## src/rtl/clock_generator_pkg.sv

```systemverilog
// Purpose: shared defaults and constants for the programmable clock divider.
// Latency: n/a (declarations only).
// Backpressure: n/a.
package clock_generator_pkg;

    // Width of the half-period counter and of cfg_half.
    localparam int CG_CNT_W        = 16;
    // Half period in reference cycles after reset (period of 10 cycles).
    localparam int CG_DEFAULT_HALF = 5;
    // Width of the rising-edge counter.
    localparam int CG_COUNT_W      = 32;
    // Smallest legal half period; a requested 0 is promoted to this.
    localparam int CG_MIN_HALF     = 1;

endpackage

```

## src/rtl/half_period_counter.sv

```systemverilog
// Purpose: counts reference cycles within one half period and flags the terminal count.
// Latency: wrap is combinational from the registered count; count updates every clk.
// Backpressure: none; run low parks the count at 0.
//
// Ports:
//   clk, reset - reference clock, synchronous active-high reset
//   run        - count while high, hold at 0 while low
//   half       - active half period (always >= 1)
//   wrap       - high in the cycle where cnt == half-1 while running
module half_period_counter
    import clock_generator_pkg::*;
#(
    parameter int CNT_W = CG_CNT_W
) (
    input  logic             clk,
    input  logic             reset,
    input  logic             run,
    input  logic [CNT_W-1:0] half,
    output logic             wrap
);

    logic [CNT_W-1:0] cnt;

    assign wrap = run && (cnt == (half - CNT_W'(CG_MIN_HALF)));

    always_ff @(posedge clk) begin
        if (reset) begin
            cnt <= '0;
        end else if (!run || wrap) begin
            cnt <= '0;
        end else begin
            cnt <= cnt + CNT_W'(1);
        end
    end

endmodule

```

## src/rtl/clock_generator.sv

```systemverilog
// Purpose: programmable 50% duty-cycle clock divider with edge strobes and a rise counter.
// Latency: all outputs registered; a new half period takes effect at the next 1->0 boundary.
// Backpressure: cfg_ready low while one configuration is pending; further offers wait.
//
// Ports:
//   clk, reset            - reference clock, synchronous active-high reset
//   enable                - run/stop request; a high phase in progress always completes
//   cfg_valid/cfg_ready   - handshake for a new half period on cfg_half (0 treated as 1)
//   clock                 - divided clock
//   rise_tick, fall_tick  - one-cycle strobes in the first cycle of each high / low phase
//   cycle_count           - number of clock rising edges since reset, wraps
module clock_generator
    import clock_generator_pkg::*;
#(
    parameter int CNT_W        = CG_CNT_W,
    parameter int DEFAULT_HALF = CG_DEFAULT_HALF,
    parameter int COUNT_W      = CG_COUNT_W
) (
    input  logic               clk,
    input  logic               reset,
    input  logic               enable,
    input  logic               cfg_valid,
    input  logic [CNT_W-1:0]   cfg_half,
    output logic               cfg_ready,
    output logic               clock,
    output logic               rise_tick,
    output logic               fall_tick,
    output logic [COUNT_W-1:0] cycle_count
);

    localparam logic [CNT_W-1:0] RESET_HALF =
        (DEFAULT_HALF < CG_MIN_HALF) ? CNT_W'(CG_MIN_HALF) : CNT_W'(DEFAULT_HALF);

    logic [CNT_W-1:0] half;
    logic [CNT_W-1:0] pend_half;
    logic             pend_vld;
    logic [CNT_W-1:0] cfg_half_clamped;
    logic             run;
    logic             wrap;
    logic             cfg_fire;
    logic             cfg_apply;

    // A high phase always runs to completion, so the divider keeps going
    // while clock is high even after enable drops.
    assign run = enable | clock;

    assign cfg_ready        = ~pend_vld;
    assign cfg_fire         = cfg_valid & ~pend_vld;
    assign cfg_half_clamped = (cfg_half == '0) ? CNT_W'(CG_MIN_HALF) : cfg_half;

    // Swap the ratio only where the count restarts from 0: on the 1->0
    // toggle, or whenever the divider is parked.
    assign cfg_apply = pend_vld & ((wrap & clock) | ~run);

    half_period_counter #(
        .CNT_W (CNT_W)
    ) u_half_period_counter (
        .clk   (clk),
        .reset (reset),
        .run   (run),
        .half  (half),
        .wrap  (wrap)
    );

    always_ff @(posedge clk) begin
        if (reset) begin
            clock       <= 1'b0;
            rise_tick   <= 1'b0;
            fall_tick   <= 1'b0;
            cycle_count <= '0;
            half        <= RESET_HALF;
            pend_half   <= RESET_HALF;
            pend_vld    <= 1'b0;
        end else begin
            rise_tick <= wrap & ~clock;
            fall_tick <= wrap & clock;
            if (wrap) begin
                clock <= ~clock;
            end
            if (wrap && !clock) begin
                cycle_count <= cycle_count + COUNT_W'(1);
            end
            // Apply and capture are exclusive: capture needs the slot empty,
            // apply needs it full.
            if (cfg_apply) begin
                half     <= pend_half;
                pend_vld <= 1'b0;
            end else if (cfg_fire) begin
                pend_half <= cfg_half_clamped;
                pend_vld  <= 1'b1;
            end
        end
    end

endmodule

```

## config.mk

```make
export PLATFORM = sky130hd
export DESIGN_NAME = clock_generator
export DESIGN_NICKNAME = d
export VERILOG_FILES = /design/src/rtl/clock_generator_pkg.sv /design/src/rtl/half_period_counter.sv /design/src/rtl/clock_generator.sv
export SDC_FILE = /design/constraint.sdc
export NUM_CORES = 1
export LEC_CHECK = 0
export CORE_MARGIN = 10
export CORE_UTILIZATION = 30
export DETAILED_ROUTE_END_ITERATION = 16
export GPL_TIMING_DRIVEN = 0
export PLACE_DENSITY_LB_ADDON = 0.2
export SYNTH_ARGS = -nofsm -noshare
export SYNTH_HDL_FRONTEND = slang
export SYNTH_SLANG_ARGS = --single-unit
```

## constraint.sdc

```tcl
create_clock -name clk -period 3.2 [get_ports clk]
set_input_delay 0.48 -clock clk [delete_from_list [all_inputs] [get_ports clk]]
set_output_delay 0.48 -clock clk [all_outputs]
set_load 0.01 [all_outputs]
```

==> reports/metrics.cfg, run 1 <==
[run_status]
status = finished, violations left
violations = negative setup slack

[synthesis]
yosys.area.top_type_share_pct = 36.0
yosysSeqAreaShare_pct = 36.0
synth_top_cell_by_area = dfxtp_1
synth_enable_flop_cells = 0
syn-instance-count = 585
ys_types = 53
synthTopCellsByCount = dfxtp_1, nand2_1, nor2_1
ys.flop_type = dfxtp_1
syn-mean-instance-area_um2 = 7.98
synth_most_common_cell = dfxtp_1
synth_nets = 608
yosysWarnings = 0
synth_seq_cells = 84
yosys-top-cells-area = dfxtp_1, nand2_1, mux2_2
syn-cell-area_um2 = 4670
async_reset_ff_share_pct = 0

[pwr]
fin_total_pwr_mw = 2.46
clock_power_share_pct = 44.2
power_frac_comb_pct = 11.5
p_sw_mw = 0.657
p_int_mw = 1.80
p_per_area_nw_per_um2 = 377
pwr-share-seq_pct = 44.2
p_leak_nw = 2.29
netSwitchingFraction_pct = 26.7
irDropWorstVdd_v = 0.000222

[sta]
rsz0062_at_grt = yes
skew_ns = 0.00798
maxSlewHeadroom_pct = 36.7
postLayoutSetupSlackWorst_ns = -0.179
fin_crit_ns = 3.38
max_freq_ghz = 0.296
min_period_over_period_pct = 106
tightest_slew_ns = 0.943
setup_viol_count_final = 49
hold_violations = 0
slew_violations = 0

[routing]
dr.pass1.iters = 5
routed_wl_um = 15000
drc = 0
drt-vias-per-instance = 5.46
ant_nets = 0
num_vias = 4732
drt-initial-drc-count = 299
wl_per_cell_um = 17.3

[global_route]
grt.total_usage_pct = 14.2
grt_pass1_vias = 4536
grt_pass1_wl_um = 23600
grt_overflow_total = 0
antenna_found_initial = 0
grt_max_degree = 15

[placement]
port_buffers = 54
pre_cts_ws_ns = -0.678
place_congestion = 0.869
dp_hpwl_um = 10200

[critical_path]
endpoint_kind = flip-flop
critPathArrivalTime_ns = 3.63
path_class = reg2reg
path_max_fanout = 6
start_kind = flip-flop
required_ns = 3.45

[clocking]
cts_tree = done
numClockSinks = 84
path_clk_slew_ns = 0.07
cts_buffer_depth = 2
ctsHoldBuffers = 0
htreeDepth = 3
cts-buffers-inserted = 9
clk_latency_ns = 0.35
cts-root-buf = clkbuf_16

[die]
dieArea_um2 = 21000
start_util_pct = 30.7
die_w_um = 145
rows = 45
pin_count = 56
die_y_um = 145
core_region_area_um2 = 15200

[final_layout]
area_delta_synth_final_pct = 39.8
drive_above_1_share_pct = 19.7
fill_cells = 1515
antenna_cells = 0
multi_input_area_um2 = 3180
final-seq-area_um2 = 1690
final_nets = 697

[hold_path]
hold_path.class = reg2reg

[run]
cap_violations = 0

[layout make-up]
class	instances	share of cell area, %
Multi-Input combinational cell	439	48.7
Sequential cell	84	25.9
Timing Repair Buffer	82	12.5
Buffer	47	4.10
Clock buffer	10	3.66
Tap cell	188	3.60
Clock inverter	6	0.977
Inverter	11	0.632
[cell families after synthesis]
family | Yosys count | synth area share [%]
xor gates and xnor gates | 33 | 6.80
buffers and inverters | 63 | 5.49
DFF | 84 | 36.0
muxes | 23 | 5.49
adders and majority gates | 3 | 0.804
AOI/OAI and AO/OA | 86 | 13.3
and+or+nand+nor | 293 | 32.1
[cell usage in the layout, fill, tap and decap left out, types with 4 or more instances in the layout]
master and n:
dfxtp_1 81, nand2_1 76, clkdlybuf4s50_1 54, nor2_1 52
clkbuf_1 33, nor3_1 24, nand3_1 23, a21oi_1 19
nand4_1 19, nor2b_1 19, xor2_1 18, buf_4 16
a31oi_1 15, and3_1 14, xnor2_1 13, inv_1 11
o211ai_1 10, clkbuf_16 10, mux2_4 10, buf_6 10
nor4_2 10, o311ai_1 9, mux2_2 9, or4_4 7
nor4_1 6, buf_8 6, buf_1 6, or2_2 5
nor3_2 5, or4_1 5, o311ai_2 5, nand2b_1 4
nor4_4 4, and2_1 4
[power by group through the flow]
stage	Clock (mW)	Combinational, mW	Sequential [mW]
finish	1.09	0.284	1.09
global route	1.15	0.308	1.09
CTS	1.11	0.268	1.09
detailed placement	0	0.227	1.11
global placement	0	0.223	1.11
floorplan	0	0.146	1.10
[worst paths after layout]
check / startpoint / to / slack (ns) / cells after the start
worst max register to register: half[4] / cycle_count[31] / -0.18 / 9
worst min-delay path: pend_half[12] / pend_half[12] / 0.46 / 2
worst min register to register: pend_half[12] / pend_half[12] / 0.46 / 2
worst max-delay path: half[4] / cycle_count[31] / -0.18 / 9
[state kept, by name, indices dropped and copies added (netlist names)]
signal	count
clock	1
cycle_count	32
fall_tick	1
half	16
pend_half	16
pend_vld	1
rise_tick	1
u_half_period_counter.cnt	16
[metrics by stage]
step	instances	area, µm²	TNS, ns	util (%)	hold WS [ns]
finish	867	6530	-4.57	42.9	0.458
global route	867	6530	-8.74	42.9	0.480
detailed placement	827	5570	-35.87	36.6	0.455
global placement	827	5570	-29.23	36.6	0.447
CTS	859	6290	-4.92	41.4	0.464
floorplan	585	4790	-0.363	-	0.436
[worst max-delay path, stage by stage (launching register included)]
cell,delay (ns)
dfxtp_4,0.37
or4_4,0.54
or4b_4,0.53
or4_4,0.44
a211oi_4,0.22
buf_6,0.16
o2111ai_4,0.21
buf_4,0.23
nor4_2,0.19
mux2_2,0.37
[routing by layer]
layer / track usage [%] / wire length (µm) / part of all wire, %
met4: 7.23 / 350 / 2.3
met3: 2.41 / 605 / 4.0
met1: 18.1 / 7100 / 47
met2: 22.6 / 6970 / 46
met5: 0 / 0 / 0
[repair_timing]
item,4_1_cts,5_1_grt
cloned,5,0
setup buffers,14,10
pin swaps,12,7
gates resized for setup,68,42
endpoints found under the setup margin,67,64
Power figures use the tool's default switching activity.
==> run 2: changes to the inputs <==
--- a/config.mk
+++ b/config.mk
@@ -5,6 +5,7 @@
 export SDC_FILE = /design/constraint.sdc
 export NUM_CORES = 1
 export LEC_CHECK = 0
+export ABC_CLOCK_PERIOD_IN_PS = 3200
 export CORE_MARGIN = 10
 export CORE_UTILIZATION = 30
 export DETAILED_ROUTE_END_ITERATION = 16
==> results of run 2 <==
The final DEF is identical to that of run 1; final timing and power are the same.
==> run 3: changes to the inputs <==
--- a/config.mk
+++ b/config.mk
@@ -5,7 +5,7 @@
 export SDC_FILE = /design/constraint.sdc
 export NUM_CORES = 1
 export LEC_CHECK = 0
-export ABC_CLOCK_PERIOD_IN_PS = 3200
+export ABC_CLOCK_PERIOD_IN_PS = 3450
 export CORE_MARGIN = 10
 export CORE_UTILIZATION = 30
 export DETAILED_ROUTE_END_ITERATION = 16
@@ -13,4 +13,5 @@
 export PLACE_DENSITY_LB_ADDON = 0.2
 export SYNTH_ARGS = -nofsm -noshare
 export SYNTH_HDL_FRONTEND = slang
+export SYNTH_HIERARCHICAL = 1
 export SYNTH_SLANG_ARGS = --single-unit
==> constraint.sdc (replaced) <==
create_clock -name clk -period 3.45 [get_ports clk]
set_input_delay 0.5175 -clock clk [delete_from_list [all_inputs] [get_ports clk]]
set_output_delay 0.5175 -clock clk [all_outputs]
set_load 0.01 [all_outputs]
==> run 3 against run 2 <==
  * The flow still finishes with violations (negative setup slack)
  * Cell count down 12%
  * Total power is 12% lower
  * Clock skew shrank 0.0024 ns
  * Sequential power fell by 6%
  * Fmax down 2.4%
  * Die area down 12%
  * Clock-buffer cell count grew 1
  * Clock power shrank 13%
  * Non-clock buffer count down 27
  * Critical path type unchanged
  * Worst hold slack lost 0.0013 ns
  * Setup slack better by 0.17 ns
  * Register-to-register slack better by 0.17 ns
  * Highest routed layer unchanged
==> reports/metrics.cfg, run 3 <==
[critical_path]
endpoint_kind = flip-flop
required_ns = 3.72
path_max_fanout = 9
start_kind = flip-flop
r2r-end = cycle_count[17]
path_class = reg2reg
critPathArrivalTime_ns = 3.73
ff2ff_setup_slack_ns = -0.01
worstRegToRegCells = 15
r2r_start = half[0]

[routing]
wl_per_cell_um = 15.3
dr.pass1.iters = 5
drt-vias-per-instance = 4.97
drt-initial-drc-count = 144
ant_nets = 0
routed_wl_um = 11600
drc = 0
num_vias = 3769

[synthesis]
syn-instance-count = 485
syn-mean-instance-area_um2 = 8.33
synth_nets = 508
yosysWarnings = 6
synth_most_common_cell = dfxtp_1
yosysSeqAreaShare_pct = 41.6
ys_types = 49
synthTopCellsByCount = dfxtp_1, nand2_1, a21oi_1
yosys-top-cells-area = dfxtp_1, nand2_1, a21oi_1
yosys.area.top_type_share_pct = 41.6
ys.flop_type = dfxtp_1
synth_enable_flop_cells = 0
synth_seq_cells = 84
synth_top_cell_by_area = dfxtp_1
async_reset_ff_share_pct = 0
syn-cell-area_um2 = 4040

[final_layout]
area_delta_synth_final_pct = 37.3
largest_reg_flops = 32
antenna_cells = 0
final_nets = 601
layout_commonest_cell = nand2_1
final-seq-area_um2 = 1690
regMostFlops = cycle_count
drive_above_1_share_pct = 14.9
mostFrequentLayoutCells = nand2_1, dfxtp_1, clkdlybuf4s50_1, a21oi_1, nor2_1
multi_input_area_um2 = 2450
fill_cells = 1361

[die]
die_y_um = 136
die_w_um = 136
pin_count = 56
rows = 42
start_util_pct = 30.5
dieArea_um2 = 18500
core_region_area_um2 = 13200

[clocking]
ctsHoldBuffers = 0
cts-root-buf = clkbuf_16
numClockSinks = 84
htreeDepth = 3
cts_buffer_depth = 2
cts-buffers-inserted = 9
cts_tree = done
clk_latency_ns = 0.34
path_clk_slew_ns = 0.06

[hold_path]
hold_path.class = reg2reg
hp-start = pend_half[8]
hold_depth = 2
worst_hold_path.endpoint = half[8]

[sta]
rsz0062_at_grt = yes
max_freq_ghz = 0.289
skew_ns = 0.00555
maxSlewHeadroom_pct = 63.8
hold_violations = 0
tightest_slew_ns = 0.541
slew_violations = 0
setup_viol_count_final = 1
min_period_over_period_pct = 100
tns_ns = -0.0120
postLayoutSetupSlackWorst_ns = -0.0120
fin_crit_ns = 3.46

[global_route]
antenna_found_initial = 0
grt_pass1_vias = 3763
grt_overflow_total = 0
grt_pass1_wl_um = 19100
grt_max_degree = 14
grt.total_usage_pct = 12.7

[run_status]
status = finished, violations left
violations = negative setup slack

[pwr]
irDropWorstVdd_v = 0.000220
p_leak_nw = 1.94
fin_total_pwr_mw = 2.18
p_per_area_nw_per_um2 = 392

[placement]
dp_hpwl_um = 8160
port_buffers = 55
pre_cts_ws_ns = -0.579
place_congestion = 0.805

[run]
cap_violations = 0

-- run 3: timing repair --
| item | 4_1_cts | 5_1_grt |
|---|---|---|
| endpoints found under the hold margin | 0 | 0 |
| cloned | 1 | 0 |
| resized for setup | 25 | 32 |
| pin swaps | 25 | 20 |
| setup buffers | 12 | 16 |
| setup endpoints to repair | 41 | 30 |
-- run 3: metal layers --
layer / vias to the layer above / track usage, % / share of wire (%)
li1: 1906 / - / -
met1: 1782 / 14.9 / 44
met2: 69 / 21.9 / 51
met3: 12 / 3.06 / 4.1
met4: 0 / 5.09 / 1.5
met5: - / 0 / 0
-- run 3: worst max path at each step --
stage | from | end | slack [ns] | depth (start not counted)
floorplan | half[0] | cycle_count[25] | 0.04 | 13
global placement | half[0] | cycle_count[19] | -0.49 | 11
detailed placement | half[0] | cycle_count[27] | -0.58 | 11
CTS | half[1] | cycle_count[20] | -0.05 | 13
global route | half[0] | cycle_count[17] | -0.16 | 13
finish | half[0] | cycle_count[17] | -0.01 | 15
-- run 3: area by class of cell --
class	count	share of cell area [%]
inverter	7	0.519
clock buffer	11	4.20
sequential	84	30.5
timing repair buffer	83	13.9
clock inverter	5	0.947
tap	176	3.97
multi-input combinational	374	44.2
buffer	19	1.80
-- run 3: kinds of logic after synthesis --
kind of cell,Yosys count,synth area share [%]
mux,5,1.33
fa+ha+maj,3,0.929
flops,84,41.6
simple gates,232,29.6
xor+xnor,47,10.5
compound gates,86,13.0
buf+inv,28,3.04
-- run 3: power breakdown --
group,total [mW],switching (mW),internal (mW)
logic,0.210,0.108,0.102
clock network,0.950,0.393,0.558
registers,1.02,0.0244,0.991
total,2.18,0.525,1.65
-- run 3: through the flow --
step / hold slack, ns / area [µm²] / utilization (%) / cells
6_report: 0.457 / 5550 / 41.9 / 759
3_3_place_gp: 0.445 / 4820 / 36.4 / 716
3_5_place_dp: 0.449 / 4820 / 36.4 / 716
2_1_floorplan: 0.432 / 4050 / - / 485
5_1_grt: 0.478 / 5550 / 41.9 / 759
4_1_cts: 0.458 / 5310 / 40.1 / 745
-- run 3: critical path, stage by stage (launching register included) --
cell and delay, ns:
dfxtp_4 0.37, inv_2 0.07, ha_4 0.12, buf_6 0.10, nor3b_4 0.28, nand3b_1 0.13, o32a_1 0.37, a22o_4 0.25
nor4_4 0.26, and2_4 0.20, buf_4 0.12, nand3b_4 0.08, or3_4 0.41, buf_8 0.17, or3_1 0.34, a21oi_1 0.14
==> edit 1: new RTL, config.mk and constraints of run 2 <==
Register the inputs `cfg_valid` and `cfg_half` before use. The logic sees them one clock later. The other inputs are not delayed to match.
--- a/src/rtl/clock_generator.sv
+++ b/src/rtl/clock_generator.sv
@@ -33,2 +33,10 @@
 
+    logic cfg_valid_q;
+    logic [CNT_W-1:0] cfg_half_q;
+
+    always_ff @(posedge clk) begin
+        cfg_valid_q <= cfg_valid;
+        cfg_half_q  <= cfg_half;
+    end
+
     logic [CNT_W-1:0] half;
@@ -47,4 +55,4 @@
     assign cfg_ready        = ~pend_vld;
-    assign cfg_fire         = cfg_valid & ~pend_vld;
-    assign cfg_half_clamped = (cfg_half == '0) ? CNT_W'(CG_MIN_HALF) : cfg_half;
+    assign cfg_fire         = cfg_valid_q & ~pend_vld;
+    assign cfg_half_clamped = (cfg_half_q == '0) ? CNT_W'(CG_MIN_HALF) : cfg_half_q;
 
Formal check against the unedited RTL: not equivalent (Yosys sat finds a counterexample within 4 cycles, from zero or initial values and one cycle with reset high).
==> edit 1 against run 2 <==
Routed wire length is 24% lower; maximum frequency is 5.2% higher; sequential cell count is 17 higher; cell count is 11% lower; cell area is 11% lower; setup slack better by 170 ps; non-clock buffer count is 43 lower; highest routed layer unchanged; critical path depth is 3 higher; power is 7.4% higher; the run still ends with negative setup slack left; critical endpoint is now cycle_count[16]; synthesized area is 5.4% lower.
==> edit 1: results <==
metrics = {
    "clock_tree": {
        "tritoncts": "yes",
        "cts_buffers": 9,
        "insertion_delay_ps": 360,
        "htree_num_levels": 3,
        "cts_max_path_buffers": 2,
        "cts.clk_slew.worst_paths_ps": 70,
        "clk_root_buffer_cell": "sky130_fd_sc_hd__clkbuf_16",
    },
    "final_layout": {
        "final_net_count": 606,
        "registers.top_by_ff_count": "cycle_count",
        "antennaDiodeCount": 0,
        "largest_register_ffs": 32,
        "drive_above_1_share_pct": 14.1,
        "layoutNonFillerInstCount": 772,
    },
    "sta": {
        "timing_worst_slew_pin_value_ps": 837,
        "timing.setup.tns_ps": -12.6,
        "final.setup_skew_ps": 5.40,
        "setup_viol": 1,
        "finalWorstSetupSlack_ps": -12.6,
    },
    "placed_design": {
        "place.detailed.hpwl_microns": 8560,
        "place_worst_setup_slack_ps": -402,
        "routabilityCongestion": 0.875,
        "post-place-cells": 747,
        "place_area_sq_um": 5200,
        "portBuffers": 54,
    },
    "routing": {
        "totalWireLength_microns": 11500,
        "drt_pass1_iterations": 4,
        "dr.first_iter.drc_count": 202,
        "drt_drc_violations_left": 0,
        "vias": 3834,
    },
    "power_and_ir_drop": {
        "p_leak_nw": 2.12,
        "ir_drop_mv": 0.336,
    },
    "grt": {
        "grt_pass1_wl_microns": 19000,
        "grt_start_max_net_pins": 19,
        "global_route.usage.total_pct": 11.6,
        "via_count_of_the_first_global_routing_pass": 3668,
        "antenna_found_initial": 0,
    },
    "worst_setup_path": {
        "critical_path_peak_fanout": 6,
        "worst_endpoint_data_arrival_time_ps": 3440,
    },
    "yosys": {
        "synth.net_count": 532,
        "netlist_top_cells_count": "sky130_fd_sc_hd__dfxtp_1 (101), sky130_fd_sc_hd__nor2_1 (71), sky130_fd_sc_hd__nand2_1 (52)",
        "ys_top_cells_by_area": "sky130_fd_sc_hd__dfxtp_1 (46%), sky130_fd_sc_hd__nor2_1 (6.0%), sky130_fd_sc_hd__xnor2_1 (5.2%)",
        "synthArstFlopShare_pct": 0,
        "synthCells": 509,
        "synth-warning-count": 0,
        "dominantRegCellSynth": "sky130_fd_sc_hd__dfxtp_1",
        "synth_cell_type_count": 50,
        "synth_seq_area_share_pct": 45.7,
    },
    "worst_hold_path": {
        "hold_class": "reg -> reg",
    },
    "run_status": {
        "run_status": "finished, violations left",
        "failed_checks": "negative setup slack",
    },
}
-- edit 1: changes by cell type in the layout (fill, tap and decap cells not counted), moves of 13 or more --
cell and change:
sky130_fd_sc_hd__a31oi_1 -14, sky130_fd_sc_hd__clkbuf_1 -22, sky130_fd_sc_hd__dfxtp_1 +18, sky130_fd_sc_hd__mux2i_1 +16, sky130_fd_sc_hd__nand2_1 -25, sky130_fd_sc_hd__nor2_1 +17
sky130_fd_sc_hd__xnor2_1 +13
-- edit 1: path summary, 6_finish.rpt --
path / from / end / slack (ps) / cells past startpoint
min reg2reg: cfg_half_q[13] / pend_half[13] / 450 / 2
max: half[1] / cycle_count[16] / -10 / 12
max reg2reg: half[1] / cycle_count[16] / -10 / 12
min: cfg_half_q[13] / pend_half[13] / 450 / 2
-- edit 1: cell families (layout without fill, tap and decap cells) --
kind of cell             Yosys count  in the layout  share of synthesized area [%]
flip-flops                       101            101                           45.7
AO/OA/AOI/OAI                     55             55                           8.46
adder cells (fa/ha/maj)            3              3                          0.849
AND/OR/NAND/NOR                  245            245                           27.1
XOR/XNOR                          46             46                           9.11
multiplexers                      24             24                           5.63
buffers and inverters             35            114                           3.09
-- edit 1: power breakdown --
| part | internal [mW] | switching, mW | leakage, nW |
|---|---|---|---|
| Clock | 0.643 | 0.516 | 0.156 |
| Combinational | 0.0770 | 0.0947 | 1.14 |
| Sequential | 1.29 | 0.0250 | 0.824 |
| Total | 2.01 | 0.636 | 2.12 |
-- edit 1: worst max-delay path: stages, from the launching register on --
cell,delay (ps)
sky130_fd_sc_hd__dfxtp_4,370
sky130_fd_sc_hd__inv_2,60
sky130_fd_sc_hd__ha_4,120
sky130_fd_sc_hd__or4b_4,520
sky130_fd_sc_hd__or3b_4,410
sky130_fd_sc_hd__o22ai_2,160
sky130_fd_sc_hd__a221oi_2,90
sky130_fd_sc_hd__a211o_1,290
sky130_fd_sc_hd__or3_1,370
sky130_fd_sc_hd__buf_6,140
sky130_fd_sc_hd__buf_4,140
sky130_fd_sc_hd__o31ai_1,320
sky130_fd_sc_hd__a21oi_2,80
-- edit 1: metal layers --
metal  vias to the layer above  routed length, microns  GRT usage [%]
met1                      1796                    5470           14.7
met5                         -                       0              0
met4                         0                     360           6.40
met3                        23                     382           1.97
li1                       1931                       -              -
met2                        84                    5280           18.1
-- edit 1: what timing repair did --
action,4_1_cts,5_1_grt
endpoints found under the hold margin,0,0
pin swaps,14,13
gates resized for setup,26,30
setup buffers,8,4
endpoints found under the setup margin,40,47
-- edit 1: cell type report --
type / instances / area, sq um
clock buffer: 10 / 239
timing repair buffer: 66 / 631
fill: 1488 / 8680
inverter: 12 / 45.0
multi-input combinational: 373 / 2450
tap: 184 / 230
sequential: 101 / 2030
buffer: 20 / 95.1
clock inverter: 6 / 76.3
==> edit 2: new RTL, config.mk and constraints of run 2 <==
Without the edit above. `CG_CNT_W`: 16 -> 20.
--- a/src/rtl/clock_generator_pkg.sv
+++ b/src/rtl/clock_generator_pkg.sv
@@ -6,3 +6,3 @@
     // Width of the half-period counter and of cfg_half.
-    localparam int CG_CNT_W        = 16;
+    localparam int CG_CNT_W        = 20;
     // Half period in reference cycles after reset (period of 10 cycles).
Ports: changed (resized cfg_half); port bits go from 56 to 60. No check against the original RTL was run, so the function may have changed too.
==> edit 2 against run 2 <==
Critical path depth is 2 higher; cell count is 1.8% higher; routed wire length down 3.8%; synthesized area grew 1.4%; cell area is 2.6% higher; power up 7.7%; setup slack worse by 6.3 ps; first-iteration DRC count rose by 11%; the flow still finishes with violations (negative setup slack); critical endpoint is now cycle_count[26]; synthesized cell count decreased by 2.6%; sequential cell count up 12; critical path type unchanged.
==> edit 2: results <==
metrics = {
    "sta": {
        "timing.setup.tns_ps": -4850,
        "finalWorstSetupSlack_ps": -185,
        "timing_worst_slew_pin_value_ps": 827,
        "final.setup_skew_ps": 10.2,
        "setup_viol": 48,
    },
    "clock_tree": {
        "cts.clk_slew.worst_paths_ps": 70,
    },
    "worst_hold_path": {
        "timing.hold.worst_endpoint": "pend_half[16]",
        "timing.hold.worst.start": "pend_half[16]",
    },
    "worst_setup_path": {
        "worst_path_max_delay_cell": "sky130_fd_sc_hd__or4_4",
        "cp-startpoint": "half[11]",
        "ff2ff_path_depth": 11,
        "crit-reg2reg-launch": "half[11]",
        "worst_endpoint_data_arrival_time_ps": 3660,
        "regToRegEndpoint": "cycle_count[26]",
    },
    "routing": {
        "drt_pass1_iterations": 4,
        "vias": 4520,
        "dr.first_iter.drc_count": 332,
        "avgRoutedWirePerCell_microns": 16.4,
    },
    "yosys": {
        "adder_cell_fraction_of_synth_area_pct": 0.793,
        "ys_top_cells_by_area": "sky130_fd_sc_hd__dfxtp_1 (41%), sky130_fd_sc_hd__a21oi_1 (5.7%), sky130_fd_sc_hd__nand2_1 (5.5%)",
        "netlist_top_cells_count": "sky130_fd_sc_hd__dfxtp_1 (96), sky130_fd_sc_hd__nand2_1 (69), sky130_fd_sc_hd__nor2_1 (61)",
        "yosys.area_share.xor_xnor_pct": 7.95,
        "synth.net_count": 597,
        "synth_seq_area_share_pct": 40.6,
        "fraction_of_the_mapped_netlist_area_in_compound_gates_pct": 14.3,
        "synth_area_per_cell_sq_um": 8.31,
        "post_synth_mux_area_share_pct": 4.23,
    },
    "placed_design": {
        "place_area_sq_um": 5610,
        "place.detailed.hpwl_microns": 10200,
        "routabilityCongestion": 0.850,
        "portBuffers": 58,
        "place_worst_setup_slack_ps": -742,
        "post-place-cells": 839,
    },
    "grt": {
        "global_route.usage.total_pct": 13.0,
        "grtUsageMet2_pct": 20.7,
        "grt_use_met3_pct": 2.48,
        "via_count_of_the_first_global_routing_pass": 4412,
        "grt_pass1_wl_microns": 22900,
        "grt_util_met1_pct": 16.7,
        "grt_start_max_net_pins": 16,
    },
    "final_layout": {
        "drive_above_1_share_pct": 21.7,
        "final_net_count": 694,
        "layoutNonFillerInstCount": 883,
    },
    "run_status": {
        "run_status": "finished, violations left",
        "failed_checks": "negative setup slack",
    },
    "power_and_ir_drop": {
        "p_leak_nw": 2.17,
        "ir_drop_mv": 0.225,
    },
}
## edit 2: cell types whose count changed in the layout (fill, tap and decap cells not counted), moves of 14 or more
| cell | delta |
|---|---|
| sky130_fd_sc_hd__mux2i_1 | +18 |
| sky130_fd_sc_hd__a31oi_1 | -15 |
| sky130_fd_sc_hd__a21oi_1 | +19 |
| sky130_fd_sc_hd__a21oi_2 | +15 |
| sky130_fd_sc_hd__nor2b_1 | -17 |
| sky130_fd_sc_hd__nor3_1 | -14 |
## edit 2: worst max-delay path, delay by kind of cell (launching register included)
family                 cells  cell delay, ps
buffers and inverters      3             550
and+or+nand+nor            6            2170
AOI/OAI and AO/OA          2             230
DFF                        1             370
## edit 2: report_power, final
part / internal, mW / total, mW / switching (mW)
Clock: 0.649 / 1.12 / 0.474
Combinational: 0.139 / 0.285 / 0.146
Sequential: 1.22 / 1.24 / 0.0251
Total: 2.01 / 2.65 / 0.645
## edit 2: area by class of cell
type | count | area, sq um
clock inverters | 4 | 52.6
well taps | 211 | 264
flip-flops and latches | 96 | 1950
repair buffers | 89 | 902
plain buffers | 31 | 234
fillers | 1524 | 8620
clock buffers | 12 | 256
multi-input cells | 429 | 3000
inverters | 11 | 41.3
## edit 2: routing by layer
layer	part of all wire [%]	vias up	routed length, microns
li1	-	2245	-
met5	0	-	0
met3	4.6	19	662
met2	48	87	6910
met1	46	2169	6620
met4	1.8	0	256
## edit 2: through the flow
step | power [mW] | hold slack, ps
final | 2.65 | 457
after floorplan | 1.41 | 435
after global placement | 1.49 | 449
after CTS | 2.65 | 459
after detailed placement | 1.49 | 450
after global routing | 2.76 | 482
## edit 2: what timing repair did
action,4_1_cts,5_1_grt
gates resized for setup,56,85
endpoints found under the setup margin,75,75
gates cloned,2,2
pin swaps,30,22
setup buffers,14,13
